**src/rtl/lfsr_pkg.sv**
```systemverilog
// Shared types and constants for the LFSR burst arbiter: state encoding, LFSR geometry, seed fix-up.
// Pure declarations; no latency or backpressure of its own.
package lfsr_pkg;

    localparam int LFSR_W = 4;
    localparam int CNT_W  = 4;

    // Feedback taps L[0]^L[1]^L[2], shifted into the MSB.
    localparam logic [LFSR_W-1:0] LFSR_TAPS          = 4'b0111;
    localparam logic [LFSR_W-1:0] LFSR_ZERO_SEED_FIX = 4'b0001;
    localparam logic [LFSR_W-1:0] LFSR_RESET_VAL     = 4'b0001;

    typedef enum logic [2:0] {
        ST_IDLE   = 3'd0,
        ST_LOAD   = 3'd1,
        ST_WARM   = 3'd2,
        ST_STREAM = 3'd3,
        ST_FIN    = 3'd4
    } arb_state_t;

    function automatic logic [LFSR_W-1:0] lfsr_next(input logic [LFSR_W-1:0] cur);
        return {^(cur & LFSR_TAPS), cur[LFSR_W-1:1]};
    endfunction

    // An all-zero register would never leave zero, so it is never loaded.
    function automatic logic [LFSR_W-1:0] seed_fix(input logic [LFSR_W-1:0] seed);
        return (seed == '0) ? LFSR_ZERO_SEED_FIX : seed;
    endfunction

endpackage

```
**src/rtl/lfsr_arb_ctrl_if.sv**
```systemverilog
// Request/seed/grant and serial-bit handshake bundle between requesters, consumer and arbiter.
// Wiring only; READY is the consumer's backpressure on OUT/VALID.
interface lfsr_arb_ctrl_if #(
    parameter int NREQ = 4
) ();

    logic [NREQ-1:0]                  REQ;
    logic [lfsr_pkg::LFSR_W*NREQ-1:0] SEED;
    logic                             READY;
    logic [NREQ-1:0]                  GNT;
    logic                             OUT;
    logic                             VALID;
    logic                             DONE;
    logic                             BUSY;

    modport master (
        output REQ, SEED, READY,
        input  GNT, OUT, VALID, DONE, BUSY
    );

    modport slave (
        input  REQ, SEED, READY,
        output GNT, OUT, VALID, DONE, BUSY
    );

endinterface

```
**src/rtl/lfsr_core.sv**
```systemverilog
// 4-bit Fibonacci LFSR with synchronous seed load (zero seed fixed up) and shift enable.
// Load/shift take effect on the next edge; holds when neither is asserted.
module lfsr_core
    import lfsr_pkg::*;
(
    input  logic              CLK,
    input  logic              RST,
    input  logic              load,
    input  logic              shift_en,
    input  logic [LFSR_W-1:0] seed,
    output logic [LFSR_W-1:0] state
);

    logic [LFSR_W-1:0] lfsr_q;

    always_ff @(posedge CLK or negedge RST) begin
        if (!RST) begin
            lfsr_q <= LFSR_RESET_VAL;
        end else if (load) begin
            lfsr_q <= seed_fix(seed);
        end else if (shift_en) begin
            lfsr_q <= lfsr_next(lfsr_q);
        end
    end

    assign state = lfsr_q;

endmodule

```
**src/rtl/lfsr_arb_ctrl.sv**
```systemverilog
// Round-robin arbiter granting one requester a seeded, warmed-up LFSR burst of BURST serial bits.
// GNT one cycle after REQ, first VALID at 2+WARMUP; READY low stalls OUT/LFSR/counter.
module lfsr_arb_ctrl
    import lfsr_pkg::*;
#(
    parameter int NREQ   = 4,
    parameter int WARMUP = 8,
    parameter int BURST  = 4
) (
    input  logic           CLK,
    input  logic           RST,
    lfsr_arb_ctrl_if.slave bus
);

    localparam int IDX_W = (NREQ > 1) ? $clog2(NREQ) : 1;
    localparam logic [CNT_W-1:0] WARM_LAST  = CNT_W'(WARMUP - 1);
    localparam logic [CNT_W-1:0] BURST_LAST = CNT_W'(BURST - 1);

    arb_state_t        state_q;
    arb_state_t        state_d;
    logic [IDX_W-1:0]  rr_ptr_q;
    logic [IDX_W-1:0]  win_q;
    logic [IDX_W-1:0]  pick;
    logic              pick_vld;
    logic [NREQ-1:0]   gnt_q;
    logic [CNT_W-1:0]  cnt_q;
    logic [LFSR_W-1:0] lfsr_state;
    logic [LFSR_W-1:0] seed_arr [NREQ];
    logic              req_held;
    logic              accept;
    logic              valid;
    logic              done;
    logic              busy;
    logic              lfsr_load;
    logic              lfsr_shift;

    for (genvar g = 0; g < NREQ; g++) begin : g_seed
        assign seed_arr[g] = bus.SEED[g*LFSR_W +: LFSR_W];
    end

    // First active request at or after the rotating pointer wins.
    always_comb begin
        pick     = rr_ptr_q;
        pick_vld = 1'b0;
        for (int k = 0; k < NREQ; k++) begin
            if (!pick_vld && bus.REQ[IDX_W'((int'(rr_ptr_q) + k) % NREQ)]) begin
                pick     = IDX_W'((int'(rr_ptr_q) + k) % NREQ);
                pick_vld = 1'b1;
            end
        end
    end

    // Only the granted requester's level matters once a burst has started.
    assign req_held = |(bus.REQ & gnt_q);
    assign accept   = valid && bus.READY;

    always_ff @(posedge CLK or negedge RST) begin
        if (!RST) begin
            state_q <= ST_IDLE;
        end else begin
            state_q <= state_d;
        end
    end

    always_comb begin
        state_d = state_q;
        valid   = 1'b0;
        done    = 1'b0;
        busy    = 1'b1;
        unique case (state_q)
            ST_IDLE: begin
                busy = 1'b0;
                if (pick_vld) begin
                    state_d = ST_LOAD;
                end
            end
            ST_LOAD: begin
                state_d = req_held ? ST_WARM : ST_IDLE;
            end
            ST_WARM: begin
                if (!req_held) begin
                    state_d = ST_IDLE;
                end else if (cnt_q == WARM_LAST) begin
                    state_d = ST_STREAM;
                end
            end
            ST_STREAM: begin
                valid = 1'b1;
                if (!req_held) begin
                    state_d = ST_IDLE;
                end else if (bus.READY && (cnt_q == BURST_LAST)) begin
                    state_d = ST_FIN;
                end
            end
            ST_FIN: begin
                done    = 1'b1;
                state_d = ST_IDLE;
            end
            default: begin
                state_d = ST_IDLE;
            end
        endcase
    end

    // Pointer moves at grant time, so an aborted burst still hands priority on.
    always_ff @(posedge CLK or negedge RST) begin
        if (!RST) begin
            gnt_q    <= '0;
            win_q    <= '0;
            rr_ptr_q <= '0;
        end else if ((state_q == ST_IDLE) && pick_vld) begin
            gnt_q    <= NREQ'(1) << pick;
            win_q    <= pick;
            rr_ptr_q <= IDX_W'((int'(pick) + 1) % NREQ);
        end else if ((state_q != ST_IDLE) && (state_d == ST_IDLE)) begin
            gnt_q    <= '0;
        end
    end

    // One counter serves warm-up and bit counting; any state change restarts it.
    always_ff @(posedge CLK or negedge RST) begin
        if (!RST) begin
            cnt_q <= '0;
        end else if (state_d != state_q) begin
            cnt_q <= '0;
        end else if ((state_q == ST_WARM) || accept) begin
            cnt_q <= cnt_q + CNT_W'(1);
        end
    end

    assign lfsr_load  = (state_q == ST_LOAD);
    assign lfsr_shift = (state_q == ST_WARM) || accept;

    lfsr_core u_lfsr_core (
        .CLK      (CLK),
        .RST      (RST),
        .load     (lfsr_load),
        .shift_en (lfsr_shift),
        .seed     (seed_arr[win_q]),
        .state    (lfsr_state)
    );

    assign bus.GNT   = gnt_q;
    assign bus.VALID = valid;
    assign bus.OUT   = valid & lfsr_state[0];
    assign bus.DONE  = done;
    assign bus.BUSY  = busy;

    a_gnt_onehot: assert property (@(posedge CLK) disable iff (!RST) $onehot0(gnt_q));
    a_valid_gnt:  assert property (@(posedge CLK) disable iff (!RST) valid |-> (gnt_q != '0));
    a_no_lockup:  assert property (@(posedge CLK) disable iff (!RST) lfsr_state != '0);

endmodule

```
**src/flat_wrapper.sv**
```systemverilog
// flat-port wrapper written by rule: the top's interface ports become plain ports
module lfsr_arb_ctrl_flat import lfsr_pkg::*;
#(
    parameter int NREQ   = 4,
    parameter int WARMUP = 8,
    parameter int BURST  = 4
)
  (CLK, RST, bus_REQ, bus_SEED, bus_READY, bus_GNT, bus_OUT, bus_VALID, bus_DONE, bus_BUSY);
  lfsr_arb_ctrl_if #(.NREQ(NREQ)) bus_i ();
  input  logic CLK;
  input  logic RST;
  input wire logic [$bits(bus_i.REQ)-1:0] bus_REQ;
  input wire logic [$bits(bus_i.SEED)-1:0] bus_SEED;
  input wire logic [$bits(bus_i.READY)-1:0] bus_READY;
  output wire logic [$bits(bus_i.GNT)-1:0] bus_GNT;
  output wire logic [$bits(bus_i.OUT)-1:0] bus_OUT;
  output wire logic [$bits(bus_i.VALID)-1:0] bus_VALID;
  output wire logic [$bits(bus_i.DONE)-1:0] bus_DONE;
  output wire logic [$bits(bus_i.BUSY)-1:0] bus_BUSY;
  assign bus_i.REQ = bus_REQ;
  assign bus_i.SEED = bus_SEED;
  assign bus_i.READY = bus_READY;
  assign bus_GNT = bus_i.GNT;
  assign bus_OUT = bus_i.OUT;
  assign bus_VALID = bus_i.VALID;
  assign bus_DONE = bus_i.DONE;
  assign bus_BUSY = bus_i.BUSY;
  lfsr_arb_ctrl #(.NREQ(NREQ), .WARMUP(WARMUP), .BURST(BURST)) u_core (.CLK(CLK), .RST(RST), .bus(bus_i));
endmodule
```
**config.mk**
```make
export PLATFORM = sky130hd
export DESIGN_NAME = lfsr_arb_ctrl_flat
export DESIGN_NICKNAME = d
export VERILOG_FILES = /design/src/rtl/lfsr_pkg.sv /design/src/rtl/lfsr_arb_ctrl_if.sv /design/src/rtl/lfsr_core.sv /design/src/rtl/lfsr_arb_ctrl.sv /design/src/flat_wrapper.sv
export SDC_FILE = /design/constraint.sdc
export NUM_CORES = 1
export LEC_CHECK = 0
export ABC_CLOCK_PERIOD_IN_PS = 1930
export BUFFER_PORTS_ARGS = -buffer_cell sky130_fd_sc_hd__buf_2
export CAP_MARGIN = 20
export CORE_ASPECT_RATIO = 1.1
export CORE_MARGIN = 8
export CORE_UTILIZATION = 50
export DETAILED_ROUTE_END_ITERATION = 8
export HOLD_SLACK_MARGIN = 0.06
export PLACE_DENSITY = 0.75
export SYNTH_ARGS = -nofsm -noshare
export SYNTH_HDL_FRONTEND = slang
export SYNTH_SLANG_ARGS = --single-unit
```
**constraint.sdc**
```tcl
create_clock -name CLK -period 1.93 [get_ports CLK]
set_input_delay 0.386 -clock CLK [delete_from_list [all_inputs] [get_ports CLK]]
set_output_delay 0.386 -clock CLK [all_outputs]
set_load 0.01 [all_outputs]
```
==> impl_results.md <==
- Syn avg cell area: 10.4 um^2
- Worst EP arrival: 1.44 ns
- CORE AREA: 2450 um^2
- Slew @ Worst Pin: 0.440 ns
- Layout Area Growth over Synthesis: 17.2%
- RSZ-0062 raised after global routing: false
- Initial Util: 51.9%
- Reg-to-reg endpoint: u_core.rr_ptr_q[0]
- Critical path destination: bus_BUSY
- Row Count: 19
- Detail Placement HPWL: 2270 um
- R2r startpoint: u_core.state_q[2]
- Top cell type's share of synthesized area: 35.4%
- Stages on worst setup path: 2
- Post-synth EDFFs: 0
- Yosys warning count: 0
- Reg2reg path depth: 3
- Post-synthesis sequential area ratio: 37.5%
- Crit. Startpoint: u_core.state_q[2]
- Via density: 5.60
- Fin. max-slew vios: 0
- Die extent in y: 68.9 um
- Buf+Inv Stages, Crit Path: 1
- DRT Wirelength: 2880 um
- R2R Setup Slk: 0.21 ns
- Initial antenna violation count: 0
- Async SR Flop Fraction: 100%
- PwrDens: 1370 nW/um^2
- Port buffer count: 30
- Slew HR: 70.6%
- Leakage: 0.718 nW
- Post-synthesis cell count: 122
- TritonCTS clock tree: yes
- Leading post-synthesis cells by cell area: dfrtp_1 35%, mux4_2 7.1%, ha_1 4.9%, mux2i_1 3.9%, nor3_2 3.1%
- Sink Count: 19
- Critical Path Start Type: register
- First-pass GRT wire length: 4740 um
- Peak Freq: 548 MHz
- Clock-pin slew on the worst setup and hold paths: 0.11 ns
- Total negative slack: 0 ns
- DP Worst Slack: 0.177 ns
- Number of setup buffers added after CTS: 0
- Final setup vio count: 0
- Clk_lat worst skew: 0.29 ns
- Tcrit/Tclk final: 94.5%
- Critical-path cell list: or3_1, buf_2
- Post-route ant nets: 0
- Top cell family by delay on the critical path: flip-flops
- Synth Flop Type: dfrtp_1
- Vias in the first global route: 1,104
- First-pass DRT Iterations: 4
- CP endpoint kind: output port
- Post-synthesis net count: 150
- Die X: 64.1 um
- Critical path's slowest cell: dfrtp_1
- Clk_skew: 0.00161 ns
- Nets: 184
- Final Critical Period: 1.82 ns
- Status: finished, final reports clean
- Total GRT Usage: 13.5%
- Mapped Area: 1270 um^2
- DIE AREA: 4410 um^2
- Max FO, Critical Path: 9
- Antenna Cells: 0
- Vias: 1,042
- Setup ws final: 0.106 ns
- DR iter-0 viols: 35
- RD Place Congestion: 0.928
- Inserted Clock Buffers: 3
- Hold Path Cell Cnt: 3
- Worst Hold Class: primary input to register
- Overflow after GRT: 0
- Largest net degree at the start of global routing: 20
- Clk buf depth: 2
- Share of layout cells above drive strength 1: 34.8%
- Fin. Hold Viols: 0
- Kind of critical path: register to output port
- Synth unique cells: 46
- Max incr delay on CP: 0.51 ns
- CTS H-Tree Depth: 1
- Root buf cell: clkbuf_4
- I/O pin total: 31
- Total of max-cap violations: 0
- #FFs+latches synth: 19
- Number of remaining DRC errors: 0
- Wire length per cell: 15.5 um
- Fin Hold WS: 0.460 ns
- Area leader, netlist: dfrtp_1
- Required time of the worst setup path: 1.54 ns
- Peak supply drop: 0.826 mV
==> where the power goes <==
group / total, mW / switching (mW) / internal, mW
clock: 0.201 / 0.124 / 0.0770
combinational: 1.12 / 0.582 / 0.536
sequential: 0.721 / 0.167 / 0.554
total: 2.04 / 0.873 / 1.17
==> layout by cell type, fill, tap and decap left out, types with 3 or more instances in the layout <==
master	instances
ha_1	5
clkbuf_4	3
nor2_1	5
nor3_1	6
xnor2_1	3
dfrtp_1	17
nor3_2	4
buf_2	30
nand2_1	10
nor2b_1	3
inv_1	6
mux4_2	4
a22o_1	4
a21oi_1	4
mux2i_1	5
o21ai_0	4
==> worst min path at each step <==
stage	endpoint	from	slack (ns)
after floorplan	u_core.bus.GNT[0]	RST	0.09
after detailed placement	u_core.cnt_q[0]	RST	0.35
after global placement	u_core.cnt_q[0]	RST	0.35
after CTS	u_core.state_q[2]	bus_READY	0.44
after global routing	u_core.state_q[2]	bus_READY	0.46
final	u_core.state_q[2]	bus_READY	0.46
==> through the flow <==
| stage | total power [mW] | cell area, um^2 | std cells | util, % |
|---|---|---|---|---|
| floorplan | 1.58 | 1270 | 122 | - |
| global placement | 1.82 | 1450 | 181 | 59.2 |
| detailed placement | 1.84 | 1450 | 181 | 59.2 |
| CTS | 2.05 | 1490 | 186 | 60.7 |
| global route | 2.22 | 1490 | 186 | 60.9 |
| finish | 2.04 | 1490 | 186 | 60.9 |
==> registers in the layout, indices dropped and copies added, names as in the netlist <==
| signal | cells |
|---|---|
| u_core.bus.GNT | 4 |
| u_core.cnt_q | 4 |
| u_core.u_lfsr_core.state | 4 |
| u_core.state_q | 3 |
| u_core.rr_ptr_q | 2 |
| u_core.win_q | 2 |
==> cells by family (layout without fill, tap and decap cells) <==
| kind of cell | after synthesis | count (layout) | synth area share [%] |
|---|---|---|---|
| simple gates | 46 | 46 | 21.5 |
| compound gates | 26 | 26 | 16.0 |
| flops | 19 | 19 | 37.5 |
| mux | 11 | 11 | 12.8 |
| buf+inv | 10 | 43 | 3.84 |
| fa+ha+maj | 5 | 5 | 4.92 |
| xor+xnor | 5 | 5 | 3.45 |
==> final cells by class <==
cell class	instances	area, um^2
clock buffers	3	22.5
clock inverters	1	5.00
fillers	232	958
inverters	6	22.5
multi-input cells	93	748
flip-flops and latches	19	478
well taps	31	38.8
repair buffers	33	175
==> tightest hold or removal path, cell delays in order <==
cell and delay (ns):
buf_2 0.11, nand4bb_1 0.15, nor3_1 0.07
==> synthesized netlist by cell type, types with 2 or more instances <==
cell and n:
nor2b_1 4, buf_2 3, o21ai_1 2, a21oi_1 4, mux2i_1 5, or3_1 2, ha_1 5, nand2_1 10
a22o_1 4, nor3_1 6, xnor2_1 3, nand3_1 2, xor2_1 2, nor3_2 4, mux4_2 4, nor2_1 5
and3_1 2, inv_1 6, dfrtp_1 18, o21ai_0 4, mux2_1 2
==> routing by layer <==
metal	GRT usage (%)	part of all wire (%)	routed length (um)	vias up
met3	3.23	2.7	78	2
met5	0	0	0	-
li1	-	-	-	519
met1	13.4	41	1180	511
met4	5.29	0.59	17	0
met2	26.9	56	1610	10
==> what timing repair did <==
action | CTS | global route
hold buffers | 1 | 0
endpoints found under the setup margin | 0 | 2
endpoints found under the hold margin | 18 | 0
resized for setup | 0 | 2
Power figures use the tool's default switching activity.
